**src/rtl/reg_file_stim_gen_if.sv**
```systemverilog
// Bus between the register-file stimulus generator and its consumers
// (DUT register file and scoreboard).
interface reg_file_stim_gen_if #(
  parameter int D_BIT = 8,
  parameter int W     = 3
);
  logic             start;
  logic             wr_en;
  logic [W-1:0]     w_addr;
  logic [W-1:0]     r_addr;
  logic [D_BIT-1:0] w_data;
  logic [D_BIT-1:0] gold;
  logic             chk_en;
  logic             busy;
  logic             done;

  modport master (
    input  start,
    output wr_en, w_addr, r_addr, w_data, gold, chk_en, busy, done
  );

  modport slave (
    output start,
    input  wr_en, w_addr, r_addr, w_data, gold, chk_en, busy, done
  );
endinterface

```
**src/rtl/reg_file_stim_gen.sv**
```systemverilog
// LFSR-driven stimulus source for a register file, with a shadow golden copy.
// Optional macro REG_FILE_STIM_FAULT_EN flips gold bit 0 on the middle RUN cycle.
module reg_file_stim_gen #(
  parameter int          D_BIT = 8,
  parameter int          W     = 3,
  parameter logic [15:0] SEED  = 16'hACE1,
  parameter int          N_OPS = 64
) (
  input  logic                clk,
  input  logic                rst,
  reg_file_stim_gen_if.master bus
);

  typedef enum logic [1:0] {IDLE, INIT, RUN, DONE} state_e;

  localparam logic [15:0] SEED_EFF = (SEED == 16'h0000) ? 16'h0001 : SEED;
  localparam logic [15:0] LAST_OP  = 16'(N_OPS - 1);

  state_e           state_q, state_d;
  logic [W-1:0]     idx_q, idx_d;
  logic [15:0]      opCnt_q, opCnt_d;
  logic [15:0]      lfsr_q, lfsr_d;
  logic             wrEn_q, wrEn_d;
  logic [W-1:0]     wAddr_q, wAddr_d;
  logic [W-1:0]     rAddr_q, rAddr_d;
  logic [D_BIT-1:0] wData_q, wData_d;
  logic             chkEn_q, chkEn_d;
  logic [D_BIT-1:0] shadow_q [2**W];
  logic [D_BIT-1:0] goldRaw;
  logic [D_BIT-1:0] goldOut;

  function automatic logic [15:0] lfsrStep(input logic [15:0] v);
    return {v[14:0], v[15] ^ v[13] ^ v[12] ^ v[10]};
  endfunction

  always_ff @(posedge clk or negedge rst) begin
    if (!rst) begin
      state_q <= IDLE;
      idx_q   <= '0;
      opCnt_q <= '0;
      lfsr_q  <= SEED_EFF;
      wrEn_q  <= 1'b0;
      wAddr_q <= '0;
      rAddr_q <= '0;
      wData_q <= '0;
      chkEn_q <= 1'b0;
    end else begin
      state_q <= state_d;
      idx_q   <= idx_d;
      opCnt_q <= opCnt_d;
      lfsr_q  <= lfsr_d;
      wrEn_q  <= wrEn_d;
      wAddr_q <= wAddr_d;
      rAddr_q <= rAddr_d;
      wData_q <= wData_d;
      chkEn_q <= chkEn_d;
    end
  end

  always_comb begin
    state_d = state_q;
    idx_d   = idx_q;
    opCnt_d = opCnt_q;
    lfsr_d  = lfsr_q;
    unique case (state_q)
      IDLE, DONE: begin
        if (bus.start) begin
          state_d = INIT;
          idx_d   = '0;
        end
      end
      INIT: begin
        if (idx_q == {W{1'b1}}) begin
          state_d = RUN;
          opCnt_d = '0;
          lfsr_d  = lfsrStep(lfsr_q);
        end else begin
          idx_d = idx_q + 1'b1;
        end
      end
      RUN: begin
        if (opCnt_q == LAST_OP) begin
          state_d = DONE;
        end else begin
          opCnt_d = opCnt_q + 16'd1;
          lfsr_d  = lfsrStep(lfsr_q);
        end
      end
      default: state_d = IDLE;
    endcase
  end

  // Output registers load from the upcoming state so each value is visible in the cycle it belongs to.
  always_comb begin
    wrEn_d  = 1'b0;
    wAddr_d = wAddr_q;
    rAddr_d = rAddr_q;
    wData_d = wData_q;
    chkEn_d = 1'b0;
    unique case (state_d)
      IDLE: ;
      INIT: begin
        wrEn_d  = 1'b1;
        wAddr_d = idx_d;
        rAddr_d = '0;
        wData_d = D_BIT'({8'h00, 8'h5A ^ 8'(idx_d)});
      end
      RUN: begin
        wrEn_d  = lfsr_d[0];
        wAddr_d = lfsr_d[W:1];
        rAddr_d = lfsr_d[2*W:W+1];
        wData_d = lfsr_d[15:16-D_BIT];
        chkEn_d = 1'b1;
      end
      DONE: chkEn_d = 1'b1;
      default: ;
    endcase
  end

  always_ff @(posedge clk or negedge rst) begin
    if (!rst) begin
      for (int i = 0; i < 2**W; i++) shadow_q[i] <= '0;
    end else if (wrEn_q) begin
      shadow_q[wAddr_q] <= wData_q;
    end
  end

  assign goldRaw = shadow_q[rAddr_q];

`ifdef REG_FILE_STIM_FAULT_EN
  localparam logic [15:0]      HALF_OP   = 16'(N_OPS / 2);
  localparam logic [D_BIT-1:0] FLIP_MASK = D_BIT'(1);
  assign goldOut = ((state_q == RUN) && (opCnt_q == HALF_OP)) ? (goldRaw ^ FLIP_MASK) : goldRaw;
`else
  assign goldOut = goldRaw;
`endif

  assign bus.wr_en  = wrEn_q;
  assign bus.w_addr = wAddr_q;
  assign bus.r_addr = rAddr_q;
  assign bus.w_data = wData_q;
  assign bus.gold   = goldOut;
  assign bus.chk_en = chkEn_q;
  assign bus.busy   = (state_q == INIT) || (state_q == RUN);
  assign bus.done   = (state_q == DONE);

endmodule

```
**src/flat_wrapper.sv**
```systemverilog
// flat-port wrapper written by rule: the top's interface ports become plain ports
module reg_file_stim_gen_flat 
#(
  parameter int          D_BIT = 8,
  parameter int          W     = 3,
  parameter logic [15:0] SEED  = 16'hACE1,
  parameter int          N_OPS = 64
)
  (clk, rst, bus_start, bus_wr_en, bus_w_addr, bus_r_addr, bus_w_data, bus_gold, bus_chk_en, bus_busy, bus_done);
  reg_file_stim_gen_if #(.D_BIT(D_BIT), .W(W)) bus_i ();
  input  logic clk;
  input  logic rst;
  input wire logic [$bits(bus_i.start)-1:0] bus_start;
  output wire logic [$bits(bus_i.wr_en)-1:0] bus_wr_en;
  output wire logic [$bits(bus_i.w_addr)-1:0] bus_w_addr;
  output wire logic [$bits(bus_i.r_addr)-1:0] bus_r_addr;
  output wire logic [$bits(bus_i.w_data)-1:0] bus_w_data;
  output wire logic [$bits(bus_i.gold)-1:0] bus_gold;
  output wire logic [$bits(bus_i.chk_en)-1:0] bus_chk_en;
  output wire logic [$bits(bus_i.busy)-1:0] bus_busy;
  output wire logic [$bits(bus_i.done)-1:0] bus_done;
  assign bus_i.start = bus_start;
  assign bus_wr_en = bus_i.wr_en;
  assign bus_w_addr = bus_i.w_addr;
  assign bus_r_addr = bus_i.r_addr;
  assign bus_w_data = bus_i.w_data;
  assign bus_gold = bus_i.gold;
  assign bus_chk_en = bus_i.chk_en;
  assign bus_busy = bus_i.busy;
  assign bus_done = bus_i.done;
  reg_file_stim_gen #(.D_BIT(D_BIT), .W(W), .SEED(SEED), .N_OPS(N_OPS)) u_core (.clk(clk), .rst(rst), .bus(bus_i));
endmodule
```
**config.mk**
```make
export PLATFORM = sky130hd
export DESIGN_NAME = reg_file_stim_gen_flat
export DESIGN_NICKNAME = d
export VERILOG_FILES = /design/src/rtl/reg_file_stim_gen_if.sv /design/src/rtl/reg_file_stim_gen.sv /design/src/flat_wrapper.sv
export SDC_FILE = /design/constraint.sdc
export NUM_CORES = 1
export LEC_CHECK = 0
export ABC_AREA = 1
export ABC_CLOCK_PERIOD_IN_PS = 2800
export CORE_AREA = 8 8 116 118
export DETAILED_ROUTE_END_ITERATION = 10
export DIE_AREA = 0 0 124 126
export PLACE_DENSITY_LB_ADDON = 0.25
export SLEW_MARGIN = 0
export SYNTH_ARGS = -nofsm -noshare
export SYNTH_HDL_FRONTEND = slang
export SYNTH_SLANG_ARGS = --single-unit
```
**constraint.sdc**
```tcl
create_clock -name clk -period 2.8 [get_ports clk]
set_input_delay 0.28 -clock clk [delete_from_list [all_inputs] [get_ports clk]]
set_output_delay 0.28 -clock clk [all_outputs]
set_load 0.01 [all_outputs]
```
# --- Word level (Yosys, flattened, before mapping) ---
# Cells that the tools add are included.
totals:
  ff_bits: 117
  ramBits: 0
  mem_count: 0
  rom_bits: 0
  word_cells: 71
  inputBits: 3
  latchBits: 0
op_classes:
  n_eq_ne: 10
  n_mul: 0
  n_mux: 24
  addsub: 2
  bitwise_logic: 6
  magnitude_cmp: 3
  shift: 0
  n_div: 0
  reduce_logical: 8
op_table:
  columns: ["op", "n"]
  rows:
  - ["64-bit bitwise mux", 1]
  - ["16-bit 2-to-1 mux", 4]
  - ["16-bit case mux with 2 select lines", 2]
  - ["8-bit binary-select mux with 3-bit select", 1]
  - ["8-bit demux with 3-bit select", 1]
  - ["8-bit 2-to-1 mux", 3]
  - ["3-bit case mux with 2 select lines", 3]
  - ["16-bit by 1-bit adder with 16-bit output (second input constant)", 1]
  - ["16-bit by 6-bit equality test with 1-bit output (second input constant)", 1]
  - ["8-bit case mux with 2 select lines", 1]
  - ["2-bit equality test (second input constant)", 4]
  - ["4-bit greater-or-equal comparator (second input constant)", 2]
  - ["3-bit inverter with 4-bit output", 2]
  - ["2-bit 2-to-1 mux", 3]
  - ["3-bit 2-to-1 mux", 2]
  - ["2-bit case mux with 3 select lines", 1]
  - ["2-bit by 1-bit equality test with 1-bit output (second input constant)", 2]
  - ["4-bit by 1-bit < comparator with 1-bit output (second input constant)", 1]
  - ["1-bit inverter with 4-bit output", 1]
  - ["2-bit nonzero test", 2]
  - ["2-bit OR reduction", 2]
  - ["3-bit by 1-bit adder with 3-bit output (second input constant)", 1]
  - ["3-bit equality test (second input constant)", 1]
  - ["3-bit AND reduction", 1]
  - ["8 further kinds", 10]

# --- Logic depth before layout (Yosys ltp) ---
# Gate-level depths: netlist of run 1.
depth:
  ltp_word: 6
  mapped_depth: 16
  ltp_nobuf: 15

# --- Worst setup path after synthesis of run 1 ---
# OpenSTA, ideal clock, no wires.
synth_timing:
  path_type: "flip-flop to flip-flop"
  start: "reg u_core.opCnt_q[0]"
  end: "reg u_core.wAddr_q[0], in the netlist u_core.bus.w_addr[0]"
  path_slack_ps: 436
  period_less_slack_ps: 2364
  arrival_time_ps: 2240
  setup_ps: 124
  stages_incl_launch_ff: 14
  cell_sequence: "dfrtp_1 ha_1 nand3_1 nor2_4 nand3_1 o21ai_0 o21ai_0 o21ai_0 inv_1 ha_1 clkbuf_1 nor2_1 nand2_1 nand3_1"
synth_via:
  elab_chain_cells: 5
synth_rtl:
  columns: ["element", "line_no", "rtl"]
  rows:
  - ["start, declared", "reg_file_stim_gen.sv:21", "logic [15:0] opCnt_q, opCnt_d;"]
  - ["start signal, assigned", "reg_file_stim_gen.sv:50", "opCnt_q <= opCnt_d;"]
  - ["16-bit by 6-bit equality test with 1-bit output *", "reg_file_stim_gen.sv:82", "if (opCnt_q == LAST_OP) begin"]
  - ["2-bit 2-to-1 mux *", "reg_file_stim_gen.sv:82", null]
  - ["2-bit case mux with 3 select lines *", "reg_file_stim_gen.sv:65", "unique case (state_q)"]
  - ["named net u_core.state_d[0]", "reg_file_stim_gen.sv:19", "state_e state_q, state_d;"]
  - ["2-bit equality test or 2-bit by 1-bit equality test with 1-bit output (tied branches)", "reg_file_stim_gen.sv:100", "unique case (state_d)"]
  - ["3-bit case mux with 2 select lines or 2-bit nonzero test (tied branches)", null, null]
  - ["end signal, assigned", "reg_file_stim_gen.sv:53", "wAddr_q <= wAddr_d;"]
  - ["end, declared", "reg_file_stim_gen.sv:24", "logic [W-1:0] wAddr_q, wAddr_d;"]
# The timed path passes the listed nets; every way through them passes the cells marked *. The select of a mux whose other input is x is not followed.
# A chain may end at the register's enable or synchronous reset.

# --- Final worst setup path of run 1 ---
layout_timing:
  start: "reg u_core.rAddr_q[0], in the netlist u_core.bus.r_addr[0]"
  end: "out bus_gold[2]"
layout_via:
  elab_chain_cells: 4
layout_rtl:
  columns: ["element", "line_no", "rtl"]
  rows:
  - ["start, declared", "reg_file_stim_gen.sv:25", "logic [W-1:0] rAddr_q, rAddr_d;"]
  - ["start signal, assigned", "reg_file_stim_gen.sv:54", "rAddr_q <= rAddr_d;"]
  - ["3-bit inverter with 4-bit output (implied by the code)", "reg_file_stim_gen.sv:128", "assign goldRaw = shadow_q[rAddr_q];"]
  - ["8-bit binary-select mux with 3-bit select", "reg_file_stim_gen.sv:128", null]
  - ["8-bit 2-to-1 mux (implied by the code) (2 in a row)", "reg_file_stim_gen.sv:128", null]
  - ["end, declared", "flat_wrapper.sv:18", "output wire logic [$bits(bus_i.gold)-1:0] bus_gold;"]
# Every way passes these cells. The select of a mux whose other input is x is not followed.

==> impl_metrics.json, run 1 <==
{
  "outcome": "finished clean",
  "met1_length_um": 6063,
  "ir_worst_vdd_mv": 0.5229,
  "p_per_area_mw_per_mm2": 569.8,
  "start_util_pct": 48.38,
  "wl_per_cell_um": 15.54,
  "core_mm2": 0.01171,
  "n_fill_cell": 1037,
  "first_pass_iters": 8,
  "cp-end-kind": "primary output",
  "register_area_mm2": 0.002938,
  "place_area_mm2": 0.006083,
  "wl_um": 13540,
  "chipHeight_um": 126,
  "synth_cell_types": 34,
  "multi_input_area_mm2": 0.002414,
  "ys_ff_latch": 117,
  "fin_crit_ps": 2669,
  "rows": 40,
  "wl_met3_um": 906,
  "antenna_found_initial": 0,
  "clkLatencyLatePin_ps": 420,
  "yosysWarnings": 0,
  "via_count": 4678,
  "grt_pass1_wl_um": 22560,
  "maxSlewHeadroom_pct": 30.87,
  "cts_tree": "yes",
  "syn_nets": 690,
  "start_kind": "flop",
  "fin_nets": 722,
  "finalMaxSlewViolations": 0,
  "syn_to_final_growth_pct": 17.82,
  "ys_seq_area_share_pct": 51.86,
  "rsz0062_at_grt": "no",
  "vias_per_cell": 5.371,
  "finalHoldViolCount": 0,
  "fmax_ghz": 0.3747,
  "clockRootBuffer": "clkbuf_16",
  "arrival_ps": 2390,
  "portBuffers": 28,
  "leakage_nw": 3.054,
  "dp.final_hpwl_um": 9027,
  "grt_pass1_vias": 4470,
  "dr_wl_met2_um": 6429,
  "boundaryPins": 29,
  "grt_max_degree": 50,
  "path_max_fanout": 27,
  "synth_top_area_share_pct": 48.14,
  "fin_setup_tns_ps": 0,
  "period_share_pct": 95.31,
  "synthCells": 679,
  "stdcell_area_mm2": 0.006675,
  "grt_overflow": 0,
  "top_layer": "met4",
  "routabilityCongestion": 0.8869,
  "critPathRequiredTime_ps": 2520,
  "track_usage_pct": 18.51,
  "postRouteAntennaNets": 0,
  "setup_viol": 0,
  "drc": 0,
  "layout-drive-gt1-share_pct": 10.91,
  "cts_max_level": 4,
  "hold_class": "in -> async",
  "place_ws_ps": 224.3,
  "syn_area_mm2": 0.005665,
  "total_power_w": 0.003804,
  "dieArea_mm2": 0.01562,
  "maxCapViolations": 0,
  "skew_ps": 9.375,
  "cts_max_path_buffers": 2,
  "worstMarginPinSlew_ps": 1031,
  "cts_made_buffers": 17,
  "criticalPathCategory": "reg -> out",
  "clkTransAtPathRegs_ps": 50,
  "syn-mean-instance-area_um2": 8.344,
  "synth.top_cells.by_area": "dfrtp_1 48%, nand2_1 13%, o21ai_0 7.4%",
  "synth_top_area_cell": "dfrtp_1",
  "setup_ws_ps": 131.4,
  "antenna_cells": 0,
  "die_x_um": 124,
  "drt-initial-drc-count": 467,
  "cts_num_sinks": 117
}
[cells by family after synthesis]
| logic type | share of synthesized area, % |
|---|---|
| buffers and inverters | 5.587 |
| XOR/XNOR | 1.391 |
| AO/OA/AOI/OAI | 12.81 |
| AND/OR/NAND/NOR | 26.59 |
| flip-flops | 51.86 |
| adder cells (fa/ha/maj) | 1.767 |
[flip-flops by register name, summed over array words and instances (netlist names)]
register,flops
u_core.bus.chk_en,1
u_core.bus.r_addr,3
u_core.bus.w_addr,3
u_core.bus.w_data,8
u_core.bus.wr_en,1
u_core.idx_q,3
u_core.lfsr_q,16
u_core.opCnt_q,16
u_core.shadow_q,64
u_core.state_q,2
[path summary, 6_finish.rpt]
kind	start	end	slack (ps)	depth (start not counted)
setup / recovery	u_core.bus.r_addr[0]$_DFFE_PN0P_	bus_gold[2]	130	6
hold / removal	rst	u_core.shadow_q[56]$_DFFE_PN0P_	410	2
setup reg to reg	u_core.opCnt_q[0]$_DFFE_PN0P_	u_core.bus.w_data[1]$_DFFE_PN0P_	190	14
hold reg to reg	u_core.shadow_q[12]$_DFFE_PN0P_	u_core.shadow_q[12]$_DFFE_PN0P_	480	2
max in group asynchronous	rst	u_core.opCnt_q[0]$_DFFE_PN0P_	1650	3
min in group clk	u_core.shadow_q[12]$_DFFE_PN0P_	u_core.shadow_q[12]$_DFFE_PN0P_	480	2
[report_power, final]
| group | internal (W) | leakage [nW] | switching [W] |
|---|---|---|---|
| Combinational | 0.00000689 | 1.35 | 0.0000326 |
| Sequential | 0.00169 | 1.42 | 0 |
| Clock | 0.00135 | 0.284 | 0.000715 |
| Total | 0.00306 | 3.05 | 0.000748 |
[per-stage QoR]
step	util [%]	cells	hold WS [ps]
after floorplan	-	679	-15.59
after global placement	51.94	838	330.3
after detailed placement	51.94	838	329.6
after CTS	56.91	871	428.1
after global routing	57.00	871	454.4
final	57.00	871	408.3
[layout make-up]
class,count,share of cell area [%]
clock buffers,28,7.891
clock inverters,4,0.6748
repair buffers,42,6.261
flip-flops and latches,117,44.01
well taps,147,2.755
inverters,40,2.249
multi-input cells,493,36.16
[synth_stat cells]
library cell  number
buf_1              3
and2_1             1
nand2_1          194
buf_4              3
nor3_2             1
dfstp_2            8
nor3_1             3
xnor2_1            3
o31ai_1            4
clkbuf_1          16
nor2_1            84
nand4_1            6
inv_2              2
o21ai_0           84
nor2_4             3
nor2_2             1
xor2_1             6
a31o_2             3
buf_2              1
nand3b_1           1
nand4_4            1
or2_2              2
dfrtp_1          109
o22a_1             1
buf_6              6
clkinv_1           1
o32ai_1           16
ha_1               8
inv_1             37
nand2_2            6
o21ai_1           10
nand3_1           35
nand3_2           10
a21oi_1           10
[cells in the final DEF, fill, tap and decap left out, types with 2 or more instances in the layout]
master	n
buf_12	2
dfrtp_1	109
clkinv_2	3
o21ai_1	10
o31ai_1	4
inv_1	37
nand4_1	6
buf_4	10
inv_2	2
buf_6	2
nand2_1	194
nand3_2	10
o32ai_1	16
nand2_2	6
xor2_1	6
nor2_1	84
a21oi_1	10
dfstp_2	8
or2_2	2
nor2_4	3
nand3_1	35
clkbuf_16	17
clkdlybuf4s50_1	27
o21ai_0	84
xnor2_1	3
clkbuf_1	5
clkbuf_8	6
a31o_2	3
ha_1	7
nor3_1	3
[repair_timing]
| action | 4_1_cts | 5_1_grt |
|---|---|---|
| setup endpoints to repair | 0 | 6 |
| hold endpoints to repair | 45 | 0 |
| gates resized for setup | 0 | 3 |
| setup buffers | 0 | 0 |
| hold buffers | 1 | 0 |
[per-layer routing]
metal	vias up	track usage (%)
li1	2304	-
met1	2218	24.16
met2	140	28.49
met3	16	6.747
met4	0	4.552
met5	-	0
[worst max-delay path: stages (launching register included)]
cell and delay, ps:
dfrtp_1 510, buf_6 280, nor2_1 80, o32ai_1 330
nand2_1 130, nand2_1 90, clkdlybuf4s50_1 540
(Power assumes the default switching activity.)
==> inputs of run 2 (changes only) <==
--- a/config.mk
+++ b/config.mk
@@ -6,7 +6,6 @@
 export NUM_CORES = 1
 export LEC_CHECK = 0
 export ABC_AREA = 1
-export ABC_CLOCK_PERIOD_IN_PS = 2800
 export CORE_AREA = 8 8 116 118
 export DETAILED_ROUTE_END_ITERATION = 10
 export DIE_AREA = 0 0 124 126
==> results of run 2 <==
No change in the layout: final DEF, timing and power equal those of run 1.
